--- src/rtl/pll_reset_sequencer_pkg.sv ---
// Shared definitions for the PLL reset sequencer: FSM state encoding, default
// parameter values and a counter-width helper.
package pll_reset_sequencer_pkg;

    typedef enum logic [2:0] {
        StHold,
        StWaitLock,
        StStabilize,
        StRelease,
        StRun,
        StFail
    } state_e;

    localparam int unsigned DefPllRstCycles     = 16;
    localparam int unsigned DefLockStableCycles = 1024;
    localparam int unsigned DefLockTimeout      = 65536;
    localparam int unsigned DefNumRst           = 4;
    localparam int unsigned DefStaggerCycles    = 8;
    localparam int unsigned DefMaxRetries       = 3;

    // Width of a counter that must index max_count distinct values, minimum 1 bit.
    function automatic int unsigned cnt_width(input int unsigned max_count);
        return (max_count < 2) ? 1 : $clog2(max_count);
    endfunction

endpackage

--- src/rtl/sync_2ff.sv ---
// Two-flop synchroniser for bringing asynchronous level signals into a clock domain.
module sync_2ff #(
    parameter int unsigned     Width    = 1,
    parameter logic [Width-1:0] ResetVal = '0
) (
    input  logic             clk_i,
    input  logic             rst_i,
    input  logic [Width-1:0] d_i,
    output logic [Width-1:0] q_o
);

    logic [Width-1:0] meta_q;
    logic [Width-1:0] sync_q;

    always_ff @(posedge clk_i or posedge rst_i) begin
        if (rst_i) begin
            meta_q <= ResetVal;
            sync_q <= ResetVal;
        end else begin
            meta_q <= d_i;
            sync_q <= meta_q;
        end
    end

    assign q_o = sync_q;

endmodule

--- src/rtl/pll_reset_sequencer.sv ---
// Drives the board PLL reset, qualifies lock, and releases per-domain core resets
// in a fixed stagger; retries on lock timeout and latches a fail state.
module pll_reset_sequencer
    import pll_reset_sequencer_pkg::*;
#(
    parameter int unsigned PLL_RST_CYCLES     = DefPllRstCycles,
    parameter int unsigned LOCK_STABLE_CYCLES = DefLockStableCycles,
    parameter int unsigned LOCK_TIMEOUT       = DefLockTimeout,
    parameter int unsigned NUM_RST            = DefNumRst,
    parameter int unsigned STAGGER_CYCLES     = DefStaggerCycles,
    parameter int unsigned MAX_RETRIES        = DefMaxRetries
) (
    input  logic                                   refclk,
    input  logic                                   rst,
    input  logic                                   pll_locked,
    input  logic                                   relock_req,
    output logic                                   pll_rst,
    output logic [NUM_RST-1:0]                     rst_out,
    output logic                                   ready,
    output logic                                   fail,
    output logic [cnt_width(MAX_RETRIES + 1)-1:0] retry_cnt
);

    localparam int unsigned RetryW   = cnt_width(MAX_RETRIES + 1);
    localparam int unsigned MaxA     = (PLL_RST_CYCLES > LOCK_STABLE_CYCLES) ?
                                       PLL_RST_CYCLES : LOCK_STABLE_CYCLES;
    localparam int unsigned MaxB     = (LOCK_TIMEOUT > NUM_RST * STAGGER_CYCLES) ?
                                       LOCK_TIMEOUT : NUM_RST * STAGGER_CYCLES;
    localparam int unsigned MaxCount = (MaxA > MaxB) ? MaxA : MaxB;
    localparam int unsigned TimerW   = cnt_width(MaxCount);

    localparam logic [TimerW-1:0] HoldLast    = TimerW'(PLL_RST_CYCLES - 1);
    localparam logic [TimerW-1:0] TimeoutLast = TimerW'(LOCK_TIMEOUT - 1);
    localparam logic [TimerW-1:0] StableLast  = TimerW'(LOCK_STABLE_CYCLES - 1);
    localparam logic [TimerW-1:0] ReleaseLast = TimerW'((NUM_RST - 1) * STAGGER_CYCLES);

    logic lock_s;

    sync_2ff #(
        .Width    (1),
        .ResetVal (1'b0)
    ) u_lock_sync (
        .clk_i (refclk),
        .rst_i (rst),
        .d_i   (pll_locked),
        .q_o   (lock_s)
    );

    state_e              state_q, state_d;
    logic [TimerW-1:0]   timer_q, timer_d;
    logic [RetryW-1:0]   retry_q, retry_d;
    logic [NUM_RST-1:0]  rst_out_q, rst_out_d;
    logic                pll_rst_q, ready_q, fail_q;

    always_comb begin
        state_d = state_q;
        retry_d = retry_q;
        timer_d = timer_q + 1'b1;

        unique case (state_q)
            StHold: begin
                if (timer_q == HoldLast) state_d = StWaitLock;
            end
            StWaitLock: begin
                if (lock_s) begin
                    state_d = StStabilize;
                end else if (timer_q == TimeoutLast) begin
                    if (retry_q < RetryW'(MAX_RETRIES)) begin
                        retry_d = retry_q + 1'b1;
                        state_d = StHold;
                    end else begin
                        state_d = StFail;
                    end
                end
            end
            StStabilize: begin
                if (!lock_s) state_d = StWaitLock;
                else if (timer_q == StableLast) state_d = StRelease;
            end
            StRelease: begin
                if (!lock_s) state_d = StHold;
                else if (timer_q == ReleaseLast) state_d = StRun;
            end
            StRun: begin
                if (!lock_s) state_d = StHold;
            end
            StFail: begin
                state_d = StFail;
            end
            default: state_d = StHold;
        endcase

        if (relock_req) begin
            state_d = StHold;
            retry_d = '0;
        end

        // Re-entry of HOLD by relock_req also restarts the timer.
        if (relock_req || (state_d != state_q)) timer_d = '0;

        // Outputs are derived from the next state so they register in step with it.
        rst_out_d = '1;
        for (int unsigned i = 0; i < NUM_RST; i++) begin
            if ((state_d == StRun) ||
                ((state_d == StRelease) && (32'(timer_d) >= i * STAGGER_CYCLES))) begin
                rst_out_d[i] = 1'b0;
            end
        end
    end

    always_ff @(posedge refclk or posedge rst) begin
        if (rst) begin
            state_q   <= StHold;
            timer_q   <= '0;
            retry_q   <= '0;
            pll_rst_q <= 1'b1;
            rst_out_q <= '1;
            ready_q   <= 1'b0;
            fail_q    <= 1'b0;
        end else begin
            state_q   <= state_d;
            timer_q   <= timer_d;
            retry_q   <= retry_d;
            pll_rst_q <= (state_d == StHold) || (state_d == StFail);
            rst_out_q <= rst_out_d;
            ready_q   <= (state_d == StRun);
            fail_q    <= (state_d == StFail);
        end
    end

    assign pll_rst   = pll_rst_q;
    assign rst_out   = rst_out_q;
    assign ready     = ready_q;
    assign fail      = fail_q;
    assign retry_cnt = retry_q;

endmodule
--- config.mk ---
export PLATFORM = sky130hd
export DESIGN_NAME = pll_reset_sequencer
export DESIGN_NICKNAME = d
export VERILOG_FILES = /design/src/rtl/pll_reset_sequencer_pkg.sv /design/src/rtl/sync_2ff.sv /design/src/rtl/pll_reset_sequencer.sv
export SDC_FILE = /design/constraint.sdc
export NUM_CORES = 1
export LEC_CHECK = 0
export ABC_AREA = 1
export BUFFER_PORTS_ARGS = -buffer_cell sky130_fd_sc_hd__buf_2
export CAP_MARGIN = 30
export CORE_MARGIN = 4
export CORE_UTILIZATION = 50
export DETAILED_ROUTE_END_ITERATION = 8
export HOLD_SLACK_MARGIN = 0.08
export PLACE_DENSITY = 0.68
export SLEW_MARGIN = 15
export SYNTH_ARGS = -nofsm -noshare
export SYNTH_HDL_FRONTEND = slang
export SYNTH_SLANG_ARGS = --single-unit
--- constraint.sdc ---
create_clock -name refclk -period 4.3 [get_ports refclk]
set_clock_uncertainty 0.2 [all_clocks]
set_input_delay 0 -clock refclk [delete_from_list [all_inputs] [get_ports refclk]]
set_output_delay 0 -clock refclk [all_outputs]
set_load 0.005 [all_outputs]
After elaboration in Yosys (flattened, before gate mapping) --
Index checks and enable logic that the tools add are counted.
Operators by class: magnitude comparators 4, muxes and demuxes 21, eq/ne operators 14, reduce and logical (&&, ||, !) cells 15, add/subtract/negate cells 2
Operators by type and width (count):
- >= comparator 16 x 5 -> 1 bit, second input constant | 2
- 2-to-1 mux 3 bit | 10
- case mux 3 bit (6 select lines) | 1
- adder 16 x 1 -> 16 bit, second input constant | 1
- == test 16 x 10 -> 1 bit, second input constant | 1
- == test 16 bit, second input constant | 1
- == test 16 x 4 -> 1 bit, second input constant | 1
- == test 16 x 5 -> 1 bit, second input constant | 1
- >= comparator 16 x 4 -> 1 bit, second input constant | 1
- 2-to-1 mux 16 bit | 1
- == test 3 bit, second input constant | 4
- 2-to-1 mux 2 bit | 5
- == test 3 x 2 -> 1 bit, second input constant | 3
- logical NOT 3 bit | 2
- logical OR 1 bit | 6
- nonzero test 2 bit | 3
- 2-to-1 mux 1 bit | 4
- AND reduction 4 bit | 1
- == test 3 x 1 -> 1 bit, second input constant | 1
- logical AND 1 bit | 3
- inequality test 3 bit | 1
- adder 2 x 1 -> 2 bit, second input constant | 1
- < comparator 2 bit, second input constant | 1
- inequality test 2 bit, second input constant | 1
Word-level totals: logic and storage cells 65, input port bits 4, bits in registers 30

Logic depth before layout (Yosys ltp) --
depth in word-level cells 13, mapped depth 17

Hierarchy --
From an unflattened synthesis, not the netlist that was laid out.
Unflattened totals: cells, all modules 243, area, all modules 1793.0 µm²
By module, submodules not included:
- pll_reset_sequencer | seq. area each 706.9 µm², area an instance 1739.2 µm², instances 1, cells an instance 240
- sync_2ff | seq. area each 50.0 µm², area an instance 53.8 µm², instances 1, cells an instance 3

Least setup slack after synthesis --
Ideal clock, no wire load.
path kind reg2reg, start point register timer_q[0], end point register rst_out_q[1], in the netlist rst_out[1], data required time 4.022 ns, cell stages (with the launch flop) 18, path buffers 1, path slack 2.167 ns, setup time 0.078 ns, data arrival time 1.855 ns, clock period less this slack 2.133 ns, cell sequence dfrtp_1 > ha_1 > nand2_1 > nor2_2 > nand2_2 > nor2_4 > nand3_2 > nand2_1 > nand3_2 > nand2_2 > nand2_2 > nand2_2 > buf_6 > nand3_1 > nand3_1 > nor2_1 > nand2_1 > nand2_1
On the way: cells in the longest elaborated chain, start to end 12
RTL lines:
- start, declared | line pll_reset_sequencer.sv:50 | logic [TimerW-1:0] timer_q, timer_d;
- start signal, assigned | line pll_reset_sequencer.sv:122 | timer_q <= timer_d;
- == test 16 x 5 -> 1 bit (tied with other cells) | line pll_reset_sequencer.sv:82 | else if (timer_q == ReleaseLast) state_d = StRun;
- 2-to-1 mux 3 bit, on equally long branches | line pll_reset_sequencer.sv:82, pll_reset_sequencer.sv:67, pll_reset_sequencer.sv:78
- 2-to-1 mux 3 bit, on equally long branches | line pll_reset_sequencer.sv:81, pll_reset_sequencer.sv:65, pll_reset_sequencer.sv:77
- case mux 3 bit (6 select lines) | line pll_reset_sequencer.sv:60 | unique case (state_q)
- 2-to-1 mux 3 bit | line pll_reset_sequencer.sv:93 | if (relock_req) begin
- inequality test 3 bit | line pll_reset_sequencer.sv:99 | if (relock_req || (state_d != state_q)) timer_d = '0;
- logical OR 1 bit | line pll_reset_sequencer.sv:99
- 2-to-1 mux 16 bit | line pll_reset_sequencer.sv:99
- >= comparator 16 x 4 -> 1 bit | line pll_reset_sequencer.sv:105 | ((state_d == StRelease) && (32'(timer_d) >= i * STAGGER_CYCLES))) begin
- logical AND 1 bit | line pll_reset_sequencer.sv:105
- logical OR 1 bit (*) | line pll_reset_sequencer.sv:104 | if ((state_d == StRun) ||
- 2-to-1 mux 1 bit (*) | line pll_reset_sequencer.sv:104
- net rst_out_d[1] | line pll_reset_sequencer.sv:52 | logic [NUM_RST-1:0] rst_out_q, rst_out_d;
- end signal, assigned | line pll_reset_sequencer.sv:125 | rst_out_q <= rst_out_d;
- end, declared | line pll_reset_sequencer.sv:52
Mark *: on every way through the listed nets, which the timed path passes. The rest lies on a longest branch. A chain may end at the register's enable or synchronous reset.

Worst setup path after layout --
start point register timer_q[0], end point register timer_q[2]
On the way: cells in the longest elaborated chain, start to end 8
RTL lines (line):
- == test 16 x 5 -> 1 bit (tied with other cells) | pll_reset_sequencer.sv:82
- 2-to-1 mux 3 bit, on equally long branches | pll_reset_sequencer.sv:82, pll_reset_sequencer.sv:67, pll_reset_sequencer.sv:78
- 2-to-1 mux 3 bit, on equally long branches | pll_reset_sequencer.sv:81, pll_reset_sequencer.sv:65, pll_reset_sequencer.sv:77
- case mux 3 bit (6 select lines) | pll_reset_sequencer.sv:60
- 2-to-1 mux 3 bit | pll_reset_sequencer.sv:93
- inequality test 3 bit | pll_reset_sequencer.sv:99
- logical OR 1 bit | pll_reset_sequencer.sv:99
- 2-to-1 mux 16 bit (*) | pll_reset_sequencer.sv:99
- net timer_d[2] | pll_reset_sequencer.sv:50
Marks and branches as above.

==> metrics.yaml <==
run_status:
  status: "finished, final reports clean"
sta:
  setup-violations-final: 0
  worst_slew_pin_slew_ns: 0.845
  finalCriticalPeriod_ns: 2.90
  fin_tns_setup_ns: 0
  slew_headroom: 0.437
  whs_ns: 0.102
  hold_violations: 0
  rsz0062_at_grt: "no"
  fin_crit_sh: 0.675
  max_freq_mhz: 344
  finalMaxSlewViolations: 0
detailed_routing:
  via_per_inst: 4.85
  drt_iter0_drc: 65
  drc: 0
  vias: 1500
  wl_per_cell_um: 11.2
  met3WireLength_um: 164
  firstDrtPassIters: 4
  wl_met2_mm: 1.56
  drt_wl_total_mm: 3.47
  ant_nets: 0
  top_layer_used: "met4"
  met1Wirelength_mm: 1.68
global_route:
  grt_pass1_wl_mm: 6.09
  track_usage: 0.181
  grt_overflow: 0
  grt_pass1_vias: 1405
  grt_max_degree: 17
  antenna_found_initial: 0
setup_path:
  startpoint_type: "register"
  arrival_ns: 2.96
  cp_max_fo: 12
  critical_path_class: "reg2reg"
  rr_startpoint: "timer_q[0]"
  ff2ff_path_depth: 11
  cp-end-kind: "register"
  reg2reg_to: "timer_q[2]"
  regToRegSetupSlack_ns: 1.40
  required_ns: 4.36
clocking:
  postCtsHoldBufs: 4
  cts_tree: "built"
  clk_pin_slew_ns: 0.10
  cts_buffers: 5
  cts_setup_buffers: 0
  h-tree-depth: 2
  clock_path_buffers: 2
  clock_latency_ns: 0.34
  cts-root-buf: "clkbuf_4"
  cts_sinks: 30
  cts_resized: 0
synthesis:
  synth_edf_count: 0
  syn_nets: 249
  synth.most_common_cell: "nand2_1"
  yosys_warnings: 0
  synth-seq-cells: 30
  yosysUniqueCellTypes: 31
  synth_compound_area_frac: 0.0748
  synth_cells: 242
  async_reset_ff_frac: 1.00
  ys_top_cells_by_area: "dfrtp_1 35%, nand2_1 9.4%, nor2_1 9.2%"
  avgSynthCellArea_um2: 7.39
  synth-simple-area-share: 0.350
  synth_top_area_share: 0.350
  ys.flop_type: "dfrtp_1"
  synthXorXnorAreaFrac: 0.0196
  synthTopCellsByCount: "45 x nand2_1, 44 x nor2_1, 43 x inv_1"
  synth_seq_area_share: 0.423
  yosysTopAreaCell: "dfrtp_1"
  synth_fa_ha_area_frac: 0.0210
  synthMuxAreaShare: 0
  synth_area_mm2: 0.00179
  synth_top_family_by_area: "simple AND/OR/NAND/NOR gates"
placement:
  io_buffers: 12
  hpwl_mm: 2.76
  gp_congestion: 0.849
power_and_ir_drop:
  power.density_mw_per_mm2: 245
  leakagePower_nw: 1.03
  irDropWorstVdd_mv: 0.147
die:
  die_area_mm2: 0.00460
  die_w_um: 67.8
  ios: 13
  coreArea_mm2: 0.00339
  start_util: 0.528
  die_y_um: 67.8
  rows: 21
worst_hold_path:
  worstHoldPathType: "in2reg"
  hold_end: "u_lock_sync.meta_q"
  hp-start: "pll_locked"
  holdPathStages: 2
run:
  max-cap-violations: 0
cells_and_area:
  drive_above_1_share: 0.171
  n_antenna_cell: 0
  nNetsFinal: 269
  syn_to_final_growth_pct: 12.0
[layer usage]
layer / up-vias / GRT usage
met1: 669 / 0.225
met4: 0 / 0.0744
met5: - / 0
met3: 6 / 0.0493
met2: 28 / 0.296
li1: 797 / -
[layout make-up]
type | instances | area [um2]
Sequential cell | 30 | 757
Fill cell | 307 | 1390
Clock inverter | 2 | 12.5
Inverter | 44 | 165
Timing Repair Buffer | 17 | 128
Tap cell | 46 | 57.6
Clock buffer | 6 | 51.3
Multi-Input combinational cell | 164 | 832
[worst max-delay path by stage]
stage               cells after the start        from          to  slack [ns]
global placement                       11  timer_q[0]  timer_q[2]        1.48
CTS                                    11  timer_q[0]  timer_q[2]        1.38
finish                                 11  timer_q[0]  timer_q[2]        1.40
floorplan                              17  timer_q[0]  rst_out[1]        2.17
detailed placement                     11  timer_q[0]  timer_q[2]        1.41
global route                           11  timer_q[0]  timer_q[2]        1.07
[state kept, by name (all words and copies together), names as in the netlist]
register,flops
fail,1
pll_rst,1
ready,1
retry_cnt,2
rst_out,4
state_q,3
timer_q,16
u_lock_sync.meta_q,1
u_lock_sync.q_o,1
[power breakdown]
group | internal [mW] | total, mW | switching (mW)
logic | 0.00922 | 0.0235 | 0.0143
registers | 0.285 | 0.288 | 0.00294
clock network | 0.0785 | 0.179 | 0.101
[cells by family (layout without fill, tap and decap cells)]
group / after synthesis / in the layout
AO/OA/AOI/OAI: 22 / 22
flip-flops: 30 / 30
adder cells (fa/ha/maj): 3 / 3
AND/OR/NAND/NOR: 135 / 135
buffers and inverters: 48 / 69
XOR/XNOR: 4 / 4
[worst max-delay path: stages (launching register included)]
cell,delay (ns)
dfrtp_1,0.40
ha_1,0.20
nand2_1,0.10
nor2_2,0.15
nand2_2,0.13
nor2_4,0.12
nand3_2,0.09
nand3_1,0.10
nand3_1,0.07
a21oi_1,0.66
nand2_2,0.35
nor3b_1,0.25
[stage by stage]
stage | instances | setup slack (ns) | instance area (um2) | utilization | total power, mW
after detailed placement | 297 | 1.41 | 1900 | 0.560 | 0.315
after global placement | 296 | 1.48 | 1870 | 0.552 | 0.312
after CTS | 309 | 1.38 | 2000 | 0.591 | 0.499
final | 309 | 1.40 | 2000 | 0.591 | 0.491
after global routing | 309 | 1.07 | 2000 | 0.591 | 0.513
after floorplan | 242 | 2.17 | 1790 | - | 0.308
[layout by cell type (no fill, tap or decap), types with 2 or more instances in the layout]
master,n
nand2_1,45
nor2_1,44
inv_1,43
dfrtp_1,25
nand3_1,13
buf_2,12
o21ai_0,9
nand2_2,7
nor3_1,6
nand4_1,5
a21oi_1,5
o211ai_1,5
clkbuf_4,5
dfstp_2,5
nand3_2,4
dlygate4sd3_1,4
nor2_2,3
xor2_1,3
ha_1,3
nand3b_1,2
(Power assumes the default switching activity.)
